`config.mk`:
```
export PLATFORM = sky130hd
export DESIGN_NAME = hit_stop_ctrl
export DESIGN_NICKNAME = d
export VERILOG_FILES = /design/src/rtl/hit_stop_ctrl_pkg.sv /design/src/rtl/hit_stop_ctrl_frame_timer.sv /design/src/rtl/hit_stop_ctrl.sv
export SDC_FILE = /design/constraint.sdc
export NUM_CORES = 1
export LEC_CHECK = 0
export CAP_MARGIN = 0
export CORE_MARGIN = 3
export CORE_UTILIZATION = 45
export DETAILED_ROUTE_END_ITERATION = 10
export HOLD_SLACK_MARGIN = 0.05
export PLACE_DENSITY_LB_ADDON = 0.05
export SLEW_MARGIN = 30
export SYNTH_ARGS = -nofsm -noshare
export SYNTH_HDL_FRONTEND = slang
export SYNTH_SLANG_ARGS = --single-unit
export TNS_END_PERCENT = 1
```
`constraint.sdc`:
```
create_clock -name clk -period 2.05 [get_ports clk]
set_input_delay 0.41 -clock clk [delete_from_list [all_inputs] [get_ports clk]]
set_output_delay 0.41 -clock clk [all_outputs]
set_load 0.01 [all_outputs]
```
`src/rtl/hit_stop_ctrl_pkg.sv`:
```
// Shared definitions for the hit-stop controller.
// State encodings are fixed so the score/VGA blocks can decode the game state
// directly from the 2-bit state value.
package hit_stop_ctrl_pkg;

    typedef enum logic [1:0] {
        HS_PLAY   = 2'd0,
        HS_FREEZE = 2'd1,
        HS_INVULN = 2'd2,
        HS_OVER   = 2'd3
    } hs_state_t;

    localparam int LIVES_DEFAULT = 3;

    function automatic int max2(input int a, input int b);
        return (a > b) ? a : b;
    endfunction

    // Counter width for a count running 0..n-1; at least one bit.
    function automatic int cnt_w(input int n);
        return (n > 2) ? $clog2(n) : 1;
    endfunction

endpackage

```
`src/rtl/hit_stop_ctrl_frame_timer.sv`:
```
// Frame tick counter shared by the FREEZE and INVULN phases.
// Ports:
//   clk, reset : clock, synchronous active-high reset
//   clr        : hold the count at zero (phase not timed)
//   tick       : one-clk frame pulse; advances the count
//   term       : terminal count (last frame index of the phase)
//   cnt        : current frame index within the phase
//   tc         : tick arriving at the terminal count; count returns to zero
module hit_stop_ctrl_frame_timer #(
    parameter int CW = 6
) (
    input  logic          clk,
    input  logic          reset,
    input  logic          clr,
    input  logic          tick,
    input  logic [CW-1:0] term,
    output logic [CW-1:0] cnt,
    output logic          tc
);

    assign tc = tick & ~clr & (cnt == term);

    // Self-clears on terminal count, so it never wraps and the next phase
    // starts from zero without a separate clear.
    always_ff @(posedge clk) begin
        if (reset || clr)
            cnt <= '0;
        else if (tc)
            cnt <= '0;
        else if (tick)
            cnt <= cnt + 1'b1;
    end

endmodule

```
`src/rtl/hit_stop_ctrl.sv`:
```
// Hit-stop controller: turns the level collision flag into freeze, life loss,
// invulnerability with sprite flash, and game over.
// Ports:
//   clk, reset : clock, synchronous active-high reset
//   frame_tick : one-clk pulse per video frame
//   hit        : level collision flag (may stay high for many cycles)
//   restart    : one-clk pulse, honoured only in OVER
//   game_en    : world advances (PLAY or INVULN)
//   freeze     : in FREEZE
//   invuln     : in INVULN
//   flash      : goose sprite blank, toggles during INVULN
//   lives      : remaining lives
//   game_over  : in OVER
module hit_stop_ctrl
    import hit_stop_ctrl_pkg::*;
#(
    parameter int FREEZE_FRAMES = 30,
    parameter int INVULN_FRAMES = 60,
    parameter int LIVES         = LIVES_DEFAULT,
    parameter int FLASH_DIV     = 4
) (
    input  logic       clk,
    input  logic       reset,
    input  logic       frame_tick,
    input  logic       hit,
    input  logic       restart,
    output logic       game_en,
    output logic       freeze,
    output logic       invuln,
    output logic       flash,
    output logic [2:0] lives,
    output logic       game_over
);

    localparam int CW = cnt_w(max2(FREEZE_FRAMES, INVULN_FRAMES));

    hs_state_t      state, state_nxt;
    logic [2:0]     lives_nxt;
    logic           flash_nxt;
    logic           hit_q;
    logic           qhit;
    logic           tmr_clr;
    logic           tmr_tc;
    logic           flash_pt;
    logic [CW-1:0]  tmr_term;
    logic [CW-1:0]  cnt;

    assign qhit = hit & ~hit_q;

    // One timer for both timed phases; only the terminal value changes.
    assign tmr_clr  = (state != HS_FREEZE) && (state != HS_INVULN);
    assign tmr_term = (state == HS_FREEZE) ? CW'(FREEZE_FRAMES - 1)
                                           : CW'(INVULN_FRAMES - 1);

    hit_stop_ctrl_frame_timer #(.CW(CW)) u_timer (
        .clk   (clk),
        .reset (reset),
        .clr   (tmr_clr),
        .tick  (frame_tick),
        .term  (tmr_term),
        .cnt   (cnt),
        .tc    (tmr_tc)
    );

    assign flash_pt = frame_tick &&
                      ((int'(cnt) % FLASH_DIV) == (FLASH_DIV - 1));

    // hit_q keeps sampling during reset so a level held across reset is not
    // mistaken for a fresh edge on the first clock after release.
    always_ff @(posedge clk) begin
        hit_q <= hit;
        if (reset) begin
            state <= HS_PLAY;
            lives <= 3'(LIVES);
            flash <= 1'b0;
        end else begin
            state <= state_nxt;
            lives <= lives_nxt;
            flash <= flash_nxt;
        end
    end

    always_comb begin
        state_nxt = state;
        lives_nxt = lives;
        flash_nxt = flash;
        case (state)
            HS_PLAY: begin
                flash_nxt = 1'b0;
                // A same-cycle frame_tick is irrelevant: timer is held clear.
                if (qhit) begin
                    if (lives <= 3'd1) begin
                        lives_nxt = 3'd0;
                        state_nxt = HS_OVER;
                    end else begin
                        lives_nxt = lives - 3'd1;
                        state_nxt = HS_FREEZE;
                    end
                end
            end
            HS_FREEZE: begin
                if (tmr_tc)
                    state_nxt = HS_INVULN;
            end
            HS_INVULN: begin
                if (tmr_tc) begin
                    state_nxt = HS_PLAY;
                    flash_nxt = 1'b0;
                end else if (flash_pt) begin
                    flash_nxt = ~flash;
                end
            end
            HS_OVER: begin
                flash_nxt = 1'b0;
                if (restart) begin
                    lives_nxt = 3'(LIVES);
                    state_nxt = HS_PLAY;
                end
            end
            default: state_nxt = HS_PLAY;
        endcase
    end

    assign game_en   = (state == HS_PLAY) || (state == HS_INVULN);
    assign freeze    = (state == HS_FREEZE);
    assign invuln    = (state == HS_INVULN);
    assign game_over = (state == HS_OVER);

endmodule
```
# Word-level counts from Yosys, hierarchy flattened
# Index checks and enable logic that the tools add are counted.
[totals]
inputBits = 5
elab_cells = 52
ff_bits = 13
[op_classes]
bitwise_logic = 6
eq_ne = 12
add_sub_neg = 2
muxes = 14
n_reduce_logical = 12
magnitude_cmp = 1
[op_table]
columns = ["op", "count"]
rows = [
  ["$mux 2", 5],
  ["$mux 3", 3],
  ["$pmux 2 s4", 1],
  ["$add 6x1->6 const B", 1],
  ["$eq 6x6->1", 1],
  ["$mux 6", 1],
  ["$ne 2x1->1 const B", 3],
  ["$ne 2x2->1 const B", 3],
  ["$pmux 3 s2", 1],
  ["$eq 2x1->1 const B", 2],
  ["$eq 2x2->1 const B", 2],
  ["$reduce_and 4->1", 1],
  ["$reduce_bool 2->1", 2],
  ["$reduce_or 2->1", 2],
  ["$and 1x1->1", 3],
  ["$le 3x1->1 const B", 1],
  ["$ne 3x1->1 const B", 1],
  ["$not 1->1", 3],
  ["$reduce_and 3->1", 1],
  ["$sub 3x1->3 const B", 1],
  ["$logic_and 1x1->1", 2],
  ["$logic_not 2->1", 1],
  ["$logic_or 1x1->1", 2],
  ["$mux 1", 2],
  ["other kinds (2)", 2],
]

# Longest topological paths before layout
[depth]
ltp_word = 7
depth_mapped = 6
ltp_nobuf = 6

# By module
# A second synthesis with hierarchy kept.
[hier_totals]
cells_unflattened = 94
area_unflattened_um2 = 868.3
[by_module_without_submodules]
columns = ["mod", "cells_per_inst", "area_each_um2", "seq_area_each_um2", "instances"]
rows = [
  ["hit_stop_ctrl", 56, 486.7, 140.1, 1],
  ["hit_stop_ctrl_frame_timer", 38, 381.6, 120.1, 1],
]

# Worst setup path before layout
# Ideal clock, no wire load.
[synth_timing]
kind = "register to register"
start = "register state[1]"
end = "register state[1]"
n_path_buf = 0
stages_incl_launch_ff = 7
t_arrival_ns = 1.699
synth_period_minus_slack_ns = 1.822
path_slack_ns = 0.228
required_ns = 1.927
setup_time_ns = 0.123
path_cell_list = "dfxtp_1 inv_1 ha_1 and4bb_1 o211ai_4 a221oi_4 mux2_1"
[synth_via]
word_cells_on_any_way = 18
classes_between = "10 x eq/ne; 2 x mux; 3 x bitwise; 3 x reduce/logical"
[synth_lines]
columns = ["element", "line_no", "source"]
rows = [
  ["start: declaration", "hit_stop_ctrl.sv:37", "hs_state_t state, state_nxt;"],
  ["start signal: assignment", "hit_stop_ctrl.sv:77", "state <= state_nxt;"],
  ["$eq 2x1->1 *", "-", ""],
  ["via freeze", "hit_stop_ctrl.sv:28", "output logic freeze,"],
  ["$mux 6", "hit_stop_ctrl.sv:52", "assign tmr_term = (state == HS_FREEZE) ? CW'(FREEZE_FRAMES - 1)"],
  ["$eq 6x6->1", "hit_stop_ctrl_frame_timer.sv:21", "assign tc = tick & ~clr & (cnt == term);"],
  ["$and 1x1->1", "hit_stop_ctrl_frame_timer.sv:21", ""],
  ["$ne 2x1->1 (no source line)", "-", ""],
  ["$reduce_and 4->1 (no source line)", "-", ""],
]
# The timed path passes the listed nets; every way through them passes the cells marked *.
# A chain may end at the register's enable or synchronous reset.

# Final worst setup path
[layout_timing]
start = "register state[1]"
end = "output freeze"
[layout_via]
elab_chain_len = 1
[layout_lines]
columns = ["element", "line_no", "source"]
rows = [
  ["$eq 2x1->1", "hit_stop_ctrl.sv:125", "assign freeze = (state == HS_FREEZE);"],
  ["end: declaration", "hit_stop_ctrl.sv:28", ""],
]
# No other way between the ends.

==> impl_metrics.json <==
{
  "drv_slew": 0,
  "dieArea_sq_um": 2200,
  "status": "complete, no violations",
  "syn2layout_area_growth_pct": 24.9,
  "route.detailed.drc": 0,
  "setup_viol": 0,
  "synth.cell_area_sq_um": 754,
  "worstMarginPinSlew_ns": 0.397,
  "io_buffers": 12,
  "clk_path_buf_depth": 2,
  "synth-seq-cells": 13,
  "clkLatencyLatePin_ns": 0.28,
  "initial_core_util": 0.489,
  "fin_nets": 110,
  "viasPerCell": 5.43,
  "slew_headroom": 0.735,
  "rows": 14,
  "seq_area_frac_synth": 0.345,
  "grt_pass1_wl_um": 2260,
  "finalSetupTns_ns": 0,
  "holdCritPathClass": "reg -> reg",
  "synth-xor-area-share": 0.0580,
  "path_cells": "inv_1, ha_1, clkdlybuf4s50_1",
  "power_density_nw_per_um2": 1070,
  "netlist_instances": 79,
  "rsz0062_at_grt": "false",
  "cp-start-kind": "flip-flop",
  "skew_ns": 0.00101,
  "synth-compound-area-share": 0.174,
  "synthMuxAreaShare": 0.0547,
  "drive_gt1_frac": 0.144,
  "die_h_um": 46.9,
  "crit_type": "reg -> out",
  "cts_tree": "yes",
  "grt_usage": 0.146,
  "grt_start_max_net_pins": 9,
  "fin_crit_sh": 0.954,
  "fin_crit_ns": 1.96,
  "layout.cells.non_filler": 113,
  "antennaDiodeCount": 0,
  "post_drt_wl_per_cell_um": 12.6,
  "path_clk_slew_ns": 0.08,
  "place.gp.congestion": 0.770,
  "critPathRequiredTime_ns": 1.64,
  "numCtsBuffers": 3,
  "cp_slowest_cell": "clkdlybuf4s50_1",
  "yosys.area_share.adder": 0.116,
  "critPathMaxStageDelay_ns": 0.57,
  "grt_overflow": 0,
  "yosysUniqueCellTypes": 28,
  "synth_warnings": 0,
  "critical_path_buf_inv_count": 2,
  "dp.cells": 109,
  "drv_cap": 0,
  "postRouteAntennaNets": 0,
  "dr.first_iter.drc_count": 9,
  "wl_um": 1430,
  "synth-simple-area-share": 0.222,
  "grt_pass1_vias": 534,
  "hold_viol_final": 0,
  "power_leakage_uw": 0.000391,
  "path_max_fanout": 6,
  "antenna_found_initial": 0,
  "die_w_um": 46.9,
  "path_delay_family": "buffers and inverters",
  "firstDrtPassIters": 4,
  "cts.sinks": 13,
  "h-tree-depth": 1,
  "cp-end-kind": "output port",
  "ios": 13,
  "post_cts_buffers": 0,
  "vias": 614,
  "syn_nets": 91,
  "fp.coreArea_sq_um": 1540,
  "clock.fmax_mhz": 511,
  "vdd_drop_max_uv": 561,
  "synth_area_per_cell_sq_um": 9.55,
  "synth_top_family_by_area": "simple AND/OR/NAND/NOR gates",
  "power_uw": 1010,
  "root_buffer": "clkbuf_4",
  "dp_hpwl_um": 1070,
  "cp.arrival_ns": 1.55
}
==> metrics by stage <==
stage	hold slack (ns)	util	setup WS, ns	cell area (sq um)
final	0.478	0.611	0.0945	942
after global routing	0.508	0.611	0.000453	942
after CTS	0.482	0.609	0.00624	938
after detailed placement	0.470	0.590	0.0644	910
after global placement	0.458	0.590	0.0820	910
after floorplan	0.438	-	0.228	754
==> registers in the layout, summed over array words and instances, names as in the netlist <==
name         flops
hit_q            1
u_timer.cnt      6
flash            1
state            2
lives            3
==> tightest hold or removal path, cell delays in order, from the launching register on <==
cell	delay [ns]
dfxtp_1	0.33
nand2_1	0.06
mux2i_1	0.05
==> where the power goes <==
part           total [uW]  switching (uW)  leakage, uW  internal [uW]
sequential            342            40.9     0.000107            301
combinational         504             245     0.000267            259
clock                 159            87.0    0.0000177           72.4
==> kinds of logic after synthesis <==
| logic type | after synthesis |
|---|---|
| compound gates | 15 |
| xor+xnor | 5 |
| fa+ha+maj | 7 |
| mux | 4 |
| buf+inv | 6 |
| simple gates | 29 |
| flops | 13 |
==> synthesized netlist by cell type <==
cell type  instances  share of area
dfxtp_1           13           0.34
nor2_1             8          0.040
ha_1               7           0.12
inv_1              6          0.030
nand2_1            5          0.025
a21oi_1            4          0.027
xor2_1             4          0.046
mux2i_1            3          0.040
nand3_1            3          0.020
o21ai_1            3          0.020
and4bb_1           2          0.033
nand2b_1           2          0.017
nand4_1            2          0.017
o211ai_1           2          0.020
or2_2              2          0.017
a211oi_2           1          0.017
a21o_1             1          0.010
a221oi_4           1          0.035
a31oi_1            1         0.0083
and4_4             1          0.015
mux2_1             1          0.015
nand4b_1           1          0.012
nor2b_1            1         0.0083
nor4b_1            1          0.012
o211ai_4           1          0.028
o21bai_1           1          0.010
or2_1              1         0.0083
xnor2_1            1          0.012
==> cell usage in the layout, fill, tap and decap left out, types with 2 or more instances in the layout <==
cell type and n:
buf_4 2, xor2_1 4, clkdlybuf4s50_1 11, dfxtp_1 11
o211ai_1 2, clkbuf_4 3, nor2_1 8, nand3_1 3
nand2b_1 2, inv_1 6, ha_1 7, and4bb_1 2
nand2_1 5, mux2i_1 3, a21oi_1 4, dfxtp_2 2
or2_2 2, nand4_1 2, o21ai_1 3
==> per-layer routing <==
layer / global-route usage / part of all wire
met1: 0.207 / 0.50
met4: 0.0497 / 0.012
met2: 0.201 / 0.43
met3: 0.0575 / 0.062
met5: 0 / 0
==> worst paths after layout <==
check	slack, ns	from	endpoint	cells past startpoint
hold / removal	0.48	flash	flash	2
setup reg to reg	0.18	state[1]	state[1]	6
setup / recovery	0.09	state[1]	freeze	3
hold reg to reg	0.48	flash	flash	2
==> final cells by class <==
class,instances,area (sq um)
clock buffers,3,22.5
clock inverters,1,5.00
fillers,140,599
inverters,6,22.5
multi-input cells,60,472
flip-flops and latches,13,263
well taps,16,20.0
repair buffers,14,138
==> what timing repair did <==
item,4_1_cts,5_1_grt
cloned,0,0
setup endpoints to repair,1,2
gates resized for setup,1,2
pin swaps,0,0
hold buffers,0,0
(Power assumes the default switching activity.)
==> RTL edit 1: new RTL, same flow settings <==
Put a register stage on the outputs `game_en`, `freeze`, `invuln` and `game_over`. The values now appear one clock later. The other outputs are not delayed to match.
--- a/src/rtl/hit_stop_ctrl.sv
+++ b/src/rtl/hit_stop_ctrl.sv
@@ -121,9 +121,11 @@
         endcase
     end
 
-    assign game_en   = (state == HS_PLAY) || (state == HS_INVULN);
-    assign freeze    = (state == HS_FREEZE);
-    assign invuln    = (state == HS_INVULN);
-    assign game_over = (state == HS_OVER);
+    always_ff @(posedge clk) begin
+        game_en   <= (state == HS_PLAY) || (state == HS_INVULN);
+        freeze    <= (state == HS_FREEZE);
+        invuln    <= (state == HS_INVULN);
+        game_over <= (state == HS_OVER);
+    end
 
 endmodule
Function: changed (a bounded check fails within 4 cycles, from zero or initial values and one cycle with reset high).
==> RTL edit 1 against the unedited design <==
- routed wire length rose by 1.5%
- sequential cell count grew 4
- power increased by 17%
- die area up 6.9%
- clock skew rose by 0.018 ns
- non-clock buffer count shrank 2
- design area increased by 4.8%
- combinational power increased by 7.5%
- final cell count is 9.7% higher
- setup slack gained 0.20 ns
- sequential share of layout area up 6.6 points
- area after synthesis rose by 8.0%
- sequential power grew 32%
- utilization is 0.14 points higher
==> RTL edit 1: results <==
[outcome]
outcome = "complete, no violations"

[logic_synthesis]
synth_fa_ha_area_share_pct = 10.8
synthesis.nets = 97
muxShareOfSynthArea_pct = 2.46
synth_commonest_cells = "17 x dfxtp_1, 9 x nor2_1, 7 x ha_1, 6 x inv_1, 5 x nand2_1"
synth_area_leaders = "dfxtp_1 42%, ha_1 11%, nor2_1 4.1%"
synth.avg_cell_area_um2 = 9.58
synth_compound_area_share_pct = 15.7
synthXorXnorAreaFrac_pct = 5.38
ys_seq_area_share_pct = 41.8

[placed_design]
dp_cells = 120
gp_congestion = 0.805
dp_hpwl_um = 1080

[timing]
worstMarginPinSlew_ns = 0.330
skew_ns = 0.0194

[clocking]
path_clk_slew_ns = 0.11
cts_resized = 0
clock_latency_ns = 0.30

[global_routing]
first_global_vias = 581
grt_usage_pct = 13.5
grt_max_degree = 11
grt_pass1_wl_um = 2570

[detailed_routing]
via_count = 635
routedWlPerCell_um = 11.7
vias_per_cell = 5.12
drtIter0Drc = 5

[pwr]
leakagePower_uw = 0.000393

[final_layout]
num-nets-final = 113
n_fill_cell = 150
drive_gt1_share_pct = 10.0

[worst_setup_path]
critPathArrivalTime_ns = 1.99
cp_max_fo = 5

[hold_path]
holdCritPathClass = "register to register"
## RTL edit 1: cell type report
cell class	instances	area, um^2	share of cell area, %
clock inverters	1	5.00	0.507
well taps	24	30.0	3.04
clock buffers	3	22.5	2.28
repair buffers	12	120	12.2
flip-flops and latches	17	340	34.5
multi-input cells	61	447	45.2
inverters	6	22.5	2.28
## RTL edit 1: final timing paths
path / start / end / slack [ns]
setup / recovery: state[0] / state[1] / 0.29
hold / removal: state[0] / state[0] / 0.52
setup reg to reg: state[0] / state[1] / 0.29
hold reg to reg: state[0] / state[0] / 0.52
## RTL edit 1: metrics by stage
step / utilization, % / worst slack [ns] / hold WS [ns] / instance area (um^2) / total power, uW
finish: 61.3 / 0.291 / 0.524 / 987 / 1180
global route: 61.3 / 0.176 / 0.562 / 987 / 1260
CTS: 61.3 / 0.315 / 0.524 / 987 / 1180
detailed placement: 59.5 / 0.272 / 0.508 / 960 / 995
global placement: 59.5 / 0.303 / 0.502 / 960 / 986
floorplan: - / 0.509 / 0.438 / 815 / 817
## RTL edit 1: power breakdown
group          switching, uW  internal [uW]  total (uW)
Combinational            276            266         542
Sequential              49.3            403         453
Clock                    109           72.7         182
## RTL edit 1: logic make-up after synthesis
group                      Yosys count
and+or+nand+nor                     30
AOI/OAI and AO/OA                   17
DFF                                 17
buffers and inverters                7
adders and majority gates            7
xor gates and xnor gates             5
muxes                                2
## RTL edit 1: routing by layer
layer  up-vias  track usage [%]  share of wire [%]
met5         -                0                  0
met4         0             3.79                  0
met3         0             5.21                4.6
met2        12             20.9                 44
met1       292             17.4                 52
li1        331                -                  -
## RTL edit 1: critical path: stages, from the launching register on
cell and delay (ns):
dfxtp_1 0.41, inv_1 0.08, ha_1 0.35, and3_1 0.19
o2111ai_2 0.19, a21o_1 0.23, a211oi_1 0.22
==> RTL edit 2: new RTL, same flow settings <==
Made on the original files. Change the parameter `INVULN_FRAMES` from 60 to 120.
--- a/src/rtl/hit_stop_ctrl.sv
+++ b/src/rtl/hit_stop_ctrl.sv
@@ -15,7 +15,7 @@
     import hit_stop_ctrl_pkg::*;
 #(
     parameter int FREEZE_FRAMES = 30,
-    parameter int INVULN_FRAMES = 60,
+    parameter int INVULN_FRAMES = 120,
     parameter int LIVES         = LIVES_DEFAULT,
     parameter int FLASH_DIV     = 4
 ) (
Function: no difference found for any inputs over 10 cycles, from zero or initial values and one cycle with reset high; that may be too few to reach the edited logic, so the function may still have changed.
==> RTL edit 2 against the unedited design <==
- via count rose by 9.9%
- fmax is essentially flat
- non-clock buffer count rose by 1
- die area is 11% higher
- largest cell class unchanged
- sequential cell count is 1 higher
- sequential power rose by 6.7%
- highest routed layer unchanged
- power grew 8.0%
- routed wire length rose by 4.3%
- count of clock-buffer cells in the layout is 1 higher
- setup slack hardly changed
- design area grew 11%
- area after synthesis rose by 13%
==> RTL edit 2: results <==
[outcome]
outcome = "complete, no violations"

[logic_synthesis]
ys_seq_area_share_pct = 33.0
synth_area_leaders = "dfxtp_1 33%, ha_1 10%, nor2_1 4.4%"
yosysUniqueCellTypes = 35
muxShareOfSynthArea_pct = 5.89
synth_top_area_share_pct = 33.0
synthesis.nets = 106
synth_fa_ha_area_share_pct = 10.3
synthXorXnorAreaFrac_pct = 6.19
synth_commonest_cells = "14 x dfxtp_1, 10 x nor2_1, 7 x ha_1, 7 x nand2_1"

[placed_design]
post-place-ws_ns = 0.0371
dp_hpwl_um = 1170
gp_congestion = 0.770

[clocking]
cts_resized = 2
clock_latency_ns = 0.28

[global_routing]
grt_pass1_wl_um = 2640
grt_max_degree = 11
grt_usage_pct = 13.8

[worst_setup_path]
cp_max_fo = 7
slowest_stage = "clkdlybuf4s50_1"

[final_layout]
top_regs = "u_timer.cnt: 7 flops, lives: 3 flops, state: 2 flops"
n_fill_cell = 156
drive_gt1_share_pct = 17.3
num-nets-final = 123

[detailed_routing]
firstDrtPassIters = 3
routedWlPerCell_um = 11.0
via_count = 675
drtIter0Drc = 18

[timing]
skew_ns = 0.00255
worstMarginPinSlew_ns = 0.405

[pwr]
ir_drop_uv = 568
RTL edit 2: area by class of cell:
type                       count  area share [%]
clock buffer                   4            3.47
multi-input combinational     71            51.0
tap                           25            2.99
sequential                    14            26.9
inverter                       6            2.15
timing repair buffer          15            13.5
RTL edit 2: final timing paths:
path | startpoint | slack [ns] | end
max | state[1] | 0.09 | freeze
min | flash | 0.49 | flash
max reg2reg | state[1] | 0.27 | state[1]
min reg2reg | flash | 0.49 | flash
RTL edit 2: logic make-up (layout without fill, tap and decap cells):
logic type	Yosys count	after routing
simple gates	37	37
compound gates	17	17
flops	14	14
buf+inv	9	25
fa+ha+maj	7	7
xor+xnor	6	6
mux	4	4
RTL edit 2: power by group:
| part | internal, uW | total, uW | switching (uW) |
|---|---|---|---|
| Clock | 108 | 196 | 87.9 |
| Sequential | 319 | 365 | 46.0 |
| Combinational | 275 | 525 | 250 |
| Total | 702 | 1090 | 384 |
RTL edit 2: metrics by stage:
step                      cell area (um^2)  std cells
final                                 1050        135
after global routing                  1050        135
after CTS                             1040        135
after detailed placement              1010        131
after global placement                1010        131
after floorplan                        850         94
RTL edit 2: routing by layer:
metal / GRT usage, % / routed length (um) / share of wire, %
met5: 0 / 0 / 0
met4: 8.29 / 40 / 2.7
met3: 1.81 / 44 / 3.0
met2: 25.4 / 741 / 50
met1: 14.6 / 662 / 44
RTL edit 2: critical path: cells and delay by family, from the launching register on:
family     cells  cell delay, ns
buf+inv        2            0.66
flops          1            0.34
fa+ha+maj      1            0.26
